==> src/rtl/palette_pkg.sv <==
// Shared types and reset contents for palette_mapper: the RGB struct,
// the standard game colours, the default grey, and the reset-palette lookup.
package palette_pkg;

  localparam int PAL_CH_W = 8;

  typedef struct packed {
    logic [PAL_CH_W-1:0] r;
    logic [PAL_CH_W-1:0] g;
    logic [PAL_CH_W-1:0] b;
  } rgb_t;

  localparam rgb_t COLOR_WHITE   = 24'hffffff;
  localparam rgb_t COLOR_BLACK   = 24'h000000;
  localparam rgb_t COLOR_GREEN   = 24'h27b212;
  localparam rgb_t COLOR_RED     = 24'hd80222;
  localparam rgb_t COLOR_SKY     = 24'h5db1f0;
  localparam rgb_t COLOR_YELLOW  = 24'hf1ff0a;
  localparam rgb_t COLOR_GREY    = 24'hb2b2b0;
  localparam rgb_t COLOR_ORANGE  = 24'hf27a00;
  localparam rgb_t COLOR_BROWN   = 24'h663300;
  localparam rgb_t COLOR_PURPLE  = 24'h8600b3;
  localparam rgb_t COLOR_NAVY    = 24'h000066;
  localparam rgb_t COLOR_DEFAULT = 24'hb2b2b0;

  // Reset value of palette entry idx; entries past the standard set are grey.
  function automatic rgb_t reset_color(input int idx);
    case (idx)
      0:       return COLOR_WHITE;
      1:       return COLOR_BLACK;
      2:       return COLOR_GREEN;
      3:       return COLOR_RED;
      4:       return COLOR_SKY;
      5:       return COLOR_YELLOW;
      6:       return COLOR_GREY;
      7:       return COLOR_ORANGE;
      8:       return COLOR_BROWN;
      9:       return COLOR_PURPLE;
      10:      return COLOR_NAVY;
      default: return COLOR_DEFAULT;
    endcase
  endfunction

endpackage

==> src/rtl/palette_mapper_blink_timer.sv <==
// blink_timer: counts frame_start pulses and toggles the blink phase every
// BLINK_FRAMES frames. phase is the value in force for the coming clock edge,
// so a toggle applies to pixels entering stage 2 on the wrapping edge itself.
module blink_timer #(
  parameter int BLINK_FRAMES = 30
) (
  input  logic Clk,
  input  logic Reset,
  input  logic frame_start,
  output logic phase
);

  localparam int CNT_W = (BLINK_FRAMES > 1) ? $clog2(BLINK_FRAMES) : 1;

  logic [CNT_W-1:0] cnt_q, cnt_d;
  logic             phase_q, phase_d;

  // Next frame count and phase; wrap and toggle on the last frame of a half-period.
  always_comb begin
    // NOTE: every always_comb output gets a default first so no path leaves it unassigned (no latch).
    cnt_d   = cnt_q;
    phase_d = phase_q;
    if (frame_start) begin
      if (cnt_q == CNT_W'(BLINK_FRAMES - 1)) begin
        cnt_d   = '0;
        phase_d = ~phase_q;
      end else begin
        cnt_d = cnt_q + CNT_W'(1);
      end
    end
  end

  // Counter and phase state; phase starts "on".
  always_ff @(posedge Clk) begin
    // NOTE: state is updated with non-blocking assignments so all flops sample pre-edge values.
    if (Reset) begin
      cnt_q   <= '0;
      phase_q <= 1'b1;
    end else begin
      cnt_q   <= cnt_d;
      phase_q <= phase_d;
    end
  end

  assign phase = phase_d;

endmodule

==> src/rtl/palette_mapper.sv <==
// palette_mapper: two-stage registered colour-code to VGA RGB mapper with a
// writable, reset-loaded palette, blanking override and per-entry blink.
// Optional macro PALETTE_FADE_EN adds a fade_level input that scales each
// channel by (fade_level+1)/16 in stage 2. CH_W is expected to match the
// 8-bit channels of the package colour constants.
module palette_mapper
  import palette_pkg::*;
#(
  parameter int CODE_W       = 6,
  parameter int NUM_COLORS   = 16,
  parameter int CH_W         = 8,
  parameter int BLINK_FRAMES = 30
) (
  input  logic              Clk,
  input  logic              Reset,
  input  logic              pix_valid,
  input  logic [CODE_W-1:0] colorcode,
  input  logic              blank,
  input  logic              frame_start,
  input  logic              wr_en,
  input  logic [CODE_W-1:0] wr_addr,
  input  logic [3*CH_W-1:0] wr_rgb,
  input  logic              wr_blink,
`ifdef PALETTE_FADE_EN
  input  logic [3:0]        fade_level,
`endif
  output logic [CH_W-1:0]   VGA_R,
  output logic [CH_W-1:0]   VGA_G,
  output logic [CH_W-1:0]   VGA_B,
  output logic              out_valid,
  output logic              wr_err
);

  localparam int IDX_W = (NUM_COLORS > 1) ? $clog2(NUM_COLORS) : 1;

  // Palette register file and write-error flag
  logic [3*CH_W-1:0] pal_q [NUM_COLORS];
  logic [3*CH_W-1:0] pal_d [NUM_COLORS];
  logic [NUM_COLORS-1:0] blink_q, blink_d;
  logic wr_err_q, wr_err_d;
  logic wr_in_range;

  // Stage 1 (captured pixel) and stage 2 (output) registers
  logic              s1_valid_q, s1_valid_d;
  logic [CODE_W-1:0] s1_code_q, s1_code_d;
  logic              s1_blank_q, s1_blank_d;
  logic              s2_valid_q, s2_valid_d;
  logic [3*CH_W-1:0] s2_rgb_q, s2_rgb_d;
`ifdef PALETTE_FADE_EN
  logic [3:0]        s1_fade_q, s1_fade_d;
`endif

  logic phase;

  blink_timer #(.BLINK_FRAMES(BLINK_FRAMES)) u_blink_timer (
    .Clk         (Clk),
    .Reset       (Reset),
    .frame_start (frame_start),
    .phase       (phase)
  );

`ifdef PALETTE_FADE_EN
  // Scales one channel by (lvl+1)/16; lvl = 15 is the identity.
  function automatic logic [CH_W-1:0] fade_ch(input logic [CH_W-1:0] c, input logic [3:0] lvl);
    logic [CH_W+4:0] prod;
    prod = {5'd0, c} * {{CH_W{1'b0}}, {1'b0, lvl} + 5'd1};
    return prod[CH_W+3:4];
  endfunction
`endif

  // Palette writes: in-range writes update colour and blink, out-of-range ones raise wr_err.
  always_comb begin
    wr_in_range = (int'(wr_addr) < NUM_COLORS);
    pal_d       = pal_q;
    blink_d     = blink_q;
    wr_err_d    = wr_err_q;
    if (wr_en) begin
      if (wr_in_range) begin
        pal_d[wr_addr[IDX_W-1:0]]   = wr_rgb;
        blink_d[wr_addr[IDX_W-1:0]] = wr_blink;
      end else begin
        wr_err_d = 1'b1;
      end
    end
  end

  // Palette state; reset reloads the standard colours and drops user writes.
  always_ff @(posedge Clk) begin
    if (Reset) begin
      // NOTE: this register file is deliberately reset because its contents are part of the reset state.
      for (int i = 0; i < NUM_COLORS; i++) begin
        pal_q[i] <= (3*CH_W)'(reset_color(i));
      end
      blink_q  <= '0;
      wr_err_q <= 1'b0;
    end else begin
      pal_q    <= pal_d;
      blink_q  <= blink_d;
      wr_err_q <= wr_err_d;
    end
  end

  // Stage 1 captures the pixel unconditionally; stage 2 resolves its colour.
  always_comb begin
    s1_valid_d = pix_valid;
    s1_code_d  = colorcode;
    s1_blank_d = blank;
`ifdef PALETTE_FADE_EN
    s1_fade_d  = fade_level;
`endif
    s2_valid_d = s1_valid_q;
    s2_rgb_d   = (3*CH_W)'(COLOR_DEFAULT);
    if (s1_blank_q) begin
      s2_rgb_d = '0;
    end else if (int'(s1_code_q) < NUM_COLORS) begin
      if (blink_q[s1_code_q[IDX_W-1:0]] && !phase) begin
        s2_rgb_d = '0;
      end else begin
        s2_rgb_d = pal_q[s1_code_q[IDX_W-1:0]];
      end
    end
`ifdef PALETTE_FADE_EN
    s2_rgb_d = {fade_ch(s2_rgb_d[3*CH_W-1 -: CH_W], s1_fade_q),
                fade_ch(s2_rgb_d[2*CH_W-1 -: CH_W], s1_fade_q),
                fade_ch(s2_rgb_d[CH_W-1:0],         s1_fade_q)};
`endif
  end

  // Pipeline registers; reset flushes both stages.
  always_ff @(posedge Clk) begin
    if (Reset) begin
      s1_valid_q <= 1'b0;
      s1_code_q  <= '0;
      s1_blank_q <= 1'b0;
`ifdef PALETTE_FADE_EN
      s1_fade_q  <= '0;
`endif
      s2_valid_q <= 1'b0;
      s2_rgb_q   <= '0;
    end else begin
      s1_valid_q <= s1_valid_d;
      s1_code_q  <= s1_code_d;
      s1_blank_q <= s1_blank_d;
`ifdef PALETTE_FADE_EN
      s1_fade_q  <= s1_fade_d;
`endif
      s2_valid_q <= s2_valid_d;
      s2_rgb_q   <= s2_rgb_d;
    end
  end

  assign VGA_R     = s2_rgb_q[3*CH_W-1 -: CH_W];
  assign VGA_G     = s2_rgb_q[2*CH_W-1 -: CH_W];
  assign VGA_B     = s2_rgb_q[CH_W-1:0];
  assign out_valid = s2_valid_q;
  assign wr_err    = wr_err_q;

endmodule

==> config.mk <==
export PLATFORM = sky130hd
export DESIGN_NAME = palette_mapper
export DESIGN_NICKNAME = d
export VERILOG_FILES = /design/src/rtl/palette_pkg.sv /design/src/rtl/palette_mapper_blink_timer.sv /design/src/rtl/palette_mapper.sv
export SDC_FILE = /design/constraint.sdc
export NUM_CORES = 1
export LEC_CHECK = 0
export BUFFER_PORTS_ARGS = -buffer_cell sky130_fd_sc_hd__buf_2
export CAP_MARGIN = 10
export CORE_MARGIN = 1.5
export CORE_UTILIZATION = 50
export CTS_CLUSTER_DIAMETER = 80
export DETAILED_ROUTE_END_ITERATION = 8
export PLACE_DENSITY = 0.66
export SYNTH_ARGS = -nofsm -noshare
export SYNTH_HDL_FRONTEND = slang
export SYNTH_SLANG_ARGS = --single-unit
==> constraint.sdc <==
create_clock -name Clk -period 5 [get_ports Clk]
set_input_delay 1 -clock Clk [delete_from_list [all_inputs] [get_ports Clk]]
set_output_delay 1 -clock Clk [all_outputs]
set_load 0.05 [all_outputs]
After elaboration in Yosys (flattened, before gate mapping). Cells that the tools add are included. W data, S select, Z words.

Input port bits: 43. Word-level logic and storage cells: 65. Register bits after elaboration: 440. Output and inout bits: 26.

Add/subtract/negate cells: 1. Bitwise operators: 5. Multiplexer cells: 16. Eq/ne operators: 1. Magnitude comparators: 8. Reduce and logical (&&, ||, !) cells: 8.

Operator list (number): $bwmux W384 (1); $mux W24 (5); $bmux W24 S4 (1); $demux W24 S4 (1); $bwmux W16 (1); $lt A6 B5 Y1 const B (2); $ge A5 B5 Y1 const B (2); $lt A4 B5 Y1 const B (2); $not A4 Y5 (2); $add A5 B1 Y5 const B (1); $eq A5 B5 Y1 const B (1); $lt A5 B1 Y1 const B (1); $mux W5 (1); $bmux W1 S4 (1); $demux W1 S4 (1); $ge A4 B1 Y1 const B (1); $mux W1 (4); $reduce_and A2 Y1 (2); $reduce_or A4 Y1 (1); $logic_and A1 B1 Y1 (3); $not A1 Y1 (3); $reduce_or A2 Y1 (1); $logic_not A1 Y1 (1).

Depth between registers and ports, before layout.
Word-level depth: 7. Mapped depth: 8. Mapped depth without buffers: 6.

Cells and area by module. Synthesis repeated with hierarchy kept, for this count alone.

Cells, all modules: 2096. Area total of the unflattened synthesis: 18624.1 um^2.

By module, submodules not included: palette_mapper (area each 18338.8 um^2, instances 1, sequential area each 8688.3 um^2, cells each 2064); blink_timer (area each 285.3 um^2, instances 1, sequential area each 120.1 um^2, cells each 32).

Least setup slack after synthesis. OpenSTA, ideal clock, no wires.

Path type: input -> register. Start point: in wr_addr[1]. End point: reg pal_q[52] (netlist name). Buffers on the path: 3. Stages: 7. Slack: 2439 ps. Required time: 4878 ps. Library setup time: 122 ps. Arrival time: 2438 ps. Cells stage by stage: or4b_1 -> buf_6 -> or3_1 -> buf_2 -> buf_6 -> nand2_1 -> nand3b_1.

Cells in the longest elaborated chain, start to end: 6. Elaborated cells on any way between the ends: 9. Those cells by class: 3 x order compare; 3 x mux; 1 x bitwise; 2 x reduce/logical.

Ends and longest elaborated chain: start: declaration (RTL line palette_mapper.sv:21) `input logic [CODE_W-1:0] wr_addr,`; $not A4 Y5 (implied by the code) (RTL line palette_mapper.sv:79) `pal_d[wr_addr[IDX_W-1:0]] = wr_rgb;`; $ge A5 B5 Y1 (implied by the code) or $lt A5 B1 Y1 (tied branches) (RTL line palette_mapper.sv:79); $logic_and A1 B1 Y1 (implied by the code) (RTL line palette_mapper.sv:79); $mux W24 (implied by the code) (RTL line palette_mapper.sv:79); $demux W24 S4 (RTL line palette_mapper.sv:79); $bwmux W384 (RTL line palette_mapper.sv:79); end signal: indexed assignment (RTL line palette_mapper.sv:92) `pal_q[i] <= (3*CH_W)'(reset_color(i));`; end signal: assignment (RTL line palette_mapper.sv:97) `pal_q <= pal_d;`; end: declaration (RTL line palette_mapper.sv:37) `logic [3*CH_W-1:0] pal_q [NUM_COLORS];`.

Several ways; a longest one is shown, not always the timed one. A chain may end at the register's enable or synchronous reset.

Worst setup path in the final report.
Start point: reg s1_code_q[0]. End point: reg s2_rgb_q[20].

Cells in the longest elaborated chain, start to end: 6. Elaborated cells on any way between the ends: 10. Those cells by class: 1 x order compare; 7 x mux; 1 x bitwise; 1 x reduce/logical.

Ends and longest elaborated chain: start: declaration (RTL line palette_mapper.sv:45) `logic [CODE_W-1:0] s1_code_q, s1_code_d;`; start signal: assignment (RTL line palette_mapper.sv:142) `s1_code_q <= s1_code_d;`; $not A4 Y5 (implied by the code) (RTL line palette_mapper.sv:119) `s2_rgb_d = pal_q[s1_code_q[IDX_W-1:0]];`; $bmux W24 S4 (RTL line palette_mapper.sv:119); $mux W24 (implied by the code) (2 in a row) (RTL line palette_mapper.sv:119); $mux W24 (RTL line palette_mapper.sv:116) `if (blink_q[s1_code_q[IDX_W-1:0]] && !phase) begin`; $mux W24 * (RTL line palette_mapper.sv:115) `end else if (int'(s1_code_q) < NUM_COLORS) begin`; end signal: assignment (RTL line palette_mapper.sv:148) `s2_rgb_q <= s2_rgb_d;`; end: declaration (RTL line palette_mapper.sv:48) `logic [3*CH_W-1:0] s2_rgb_q, s2_rgb_d;`.

Mark *: on every way between the ends. The rest lies on a longest branch, timed or not. The select of a mux whose other input is x is not followed.

==> reports/results.tsv <==
metric	value	unit
max_cap_viol_count	0	
synthTopCellsByCount	nand2_1 (775), dfxtp_1 (440), a21oi_1 (235)	
netlist_instances	2177	
yosys_warnings	0	
max_slew_margin	0.125	
hold_viol_final	0	
grt_pass1_vias	14500	
hold_ws	444	ps
p_comb_frac	0.071	
synth_top_area_cell	dfxtp_1	
synthArstFlopShare	0	
p_seq_frac	0.479	
status	finished clean	
worstRegToRegCells	4	
cts_sinks	440	
clk_pin_slew_worst_paths	60	ps
grt_usage	0.282	
reg2reg_to	s2_rgb_q[20]	
leakagePower	7.63	nW
ios	69	
cp_max_fo	44	
end_kind	flop	
synthTopCellsByArea	dfxtp_1 (47%), nand2_1 (15%), mux4_2 (8.9%)	
grt_pass1_wl	84.8	mm
p_per_area	359	nW/um^2
postCtsSetupBuffers	0	
rsz0062_at_grt	false	
vdd_drop_max	0.192	mV
swShare	0.240	
synth.most_common_cell	nand2_1	
post_drt_wl_per_cell	20.5	um
portBuffers	68	
cp-start-kind	flop	
crit_required	5410	ps
antenna_found_initial	2	
hp-class	flop to flop	
clk_latency	580	ps
synth-seq-cells	440	
finalSetupViolations	0	
ys_types	49	
gp_congestion	0.805	
drtIter0Drc	1488	
cp_slowest_stage_delay	890	ps
fmax	308	MHz
p_sw	0.00180	W
die_width	198	um
min_path_cells	1	
final_util	0.556	
layout_min_cycle_time	3250	ps
cpMaxStageDelayCell	dfxtp_4	
htree_levels	2	
viasPerCell	5.80	
hold_buffers	0	
cts_made_buffers	46	
hpwl	33.0	mm
clockBufferDepth	3	
synth-edff-count	0	
wl	54.5	mm
synth_top_area_share	0.465	
vias	15400	
critPathKind	flop to flop	
rrSetupSlack	1750	ps
grt_max_degree	189	
cts_tree	yes	
drtAntennaViolNets	0	
cts_root_buffer	clkbuf_16	
die_h	198	um
hp-start	s1_valid_q	
critPathArrivalTime	3660	ps
ys_seq_area_frac	0.465	
dieArea	39000	sq um
drv_slew	0	
overflow	0	
worst_slew_pin_slew	1310	ps
core	37500	sq um
min_to	out_valid	
syn2layout_area_growth	10.1	%
p_int	0.00569	W
r2r-start	s1_code_q[0]	
crit_chain	mux2_1, a311oi_1, nand4_1, a32oi_1	
dr.pass1.iters	5	
route.detailed.drc	0	
initial_core_util	0.505	
placementRows	71	
syn_avg_cell_area	8.70	sq um
period_share	0.649	
synth_nets	2222	
final_nets	2160	
syn_area	18900	sq um
pwr-share-clk	0.450	
tns	0	ps
ctsResizeCount	0	
layout-drive-gt1-share	0.128	
clock-skew-final	16.2	ps
synth_ff_type	dfxtp_1	
worst max-delay path, delay by kind of cell, from the launching register on:
family           cells  cell delay, ps
multiplexers         1             430
flip-flops           1             890
AND/OR/NAND/NOR      1             680
AO/OA/AOI/OAI        2            1050
cell usage in the layout (no fill, tap or decap), drive strengths merged, types with 5 or more instances in the layout:
cell type,synthesis,routed
a211o,24,24
clkinv,0,7
nor2b,39,39
a22oi,11,11
nand3,13,13
mux2i,58,58
mux4,75,75
a211oi,15,15
a22o,13,13
nand2,775,775
nor3,13,13
clkbuf,159,72
or3,5,5
dfxtp,440,440
nor2,12,12
a21oi,235,235
a41oi,11,11
a32oi,11,11
or2,11,11
nand3b,142,142
a221oi,14,14
inv,5,6
buf,59,108
layout make-up:
type,instances,area (sq um)
clock inverter,9,73.8
sequential,440,8820
inverter,5,18.8
multi-input combinational,1514,9210
antenna,1,2.50
tap,511,639
fill,3440,16700
clock buffer,72,1400
timing repair buffer,108,676
state kept, by name, indices dropped and copies added (netlist names):
register	flops
blink_q	16
out_valid	1
pal_q	384
s1_blank_q	1
s1_code_q	6
s1_valid_q	1
s2_rgb_q	24
u_blink_timer.cnt_q	5
u_blink_timer.phase_q	1
wr_err	1
worst max-delay path by stage:
stage                       from            to  slack, ps  cells after the start
CTS                 s1_code_q[0]  s2_rgb_q[20]       1860                      4
finish              s1_code_q[0]  s2_rgb_q[20]       1750                      4
detailed placement    wr_addr[4]    pal_q[335]       1290                      6
global route        s1_code_q[0]  s2_rgb_q[20]       1650                      4
floorplan             wr_addr[1]     pal_q[52]       2440                      7
global placement      wr_addr[4]    pal_q[332]       1390                      6
through the flow:
step	worst slack, ps	instances	cell area [sq um]	total power (W)
final	1750	2660	20800	0.00748
after global routing	1650	2660	20800	0.00771
after CTS	1860	2659	20800	0.00752
after detailed placement	1290	2578	19400	0.00419
after global placement	1390	2578	19400	0.00418
after floorplan	2440	2177	18900	0.00403
logic make-up after synthesis:
logic type,Yosys count,synth area share
buffers and inverters,223,0.0507
multiplexers,137,0.122
AND/OR/NAND/NOR,1031,0.250
XOR/XNOR,4,0.00185
flip-flops,440,0.465
adder cells (fa/ha/maj),2,0.00132
AO/OA/AOI/OAI,340,0.109
power groups by stage:
stage,registers [W],logic [W],clock network (W)
2_1_floorplan,0.00371,0.000328,0
6_report,0.00359,0.000531,0.00337
3_3_place_gp,0.00366,0.000520,0
5_1_grt,0.00359,0.000562,0.00356
3_5_place_dp,0.00366,0.000523,0
4_1_cts,0.00359,0.000524,0.00341
layer usage:
metal | routed length [um] | up-vias | GRT usage
met5 | 0 | - | 0
met4 | 1410 | 0 | 0.0981
met3 | 4280 | 108 | 0.0435
met2 | 25700 | 610 | 0.462
met1 | 23100 | 7471 | 0.378
li1 | - | 7230 | -
(Power assumes the default switching activity.)
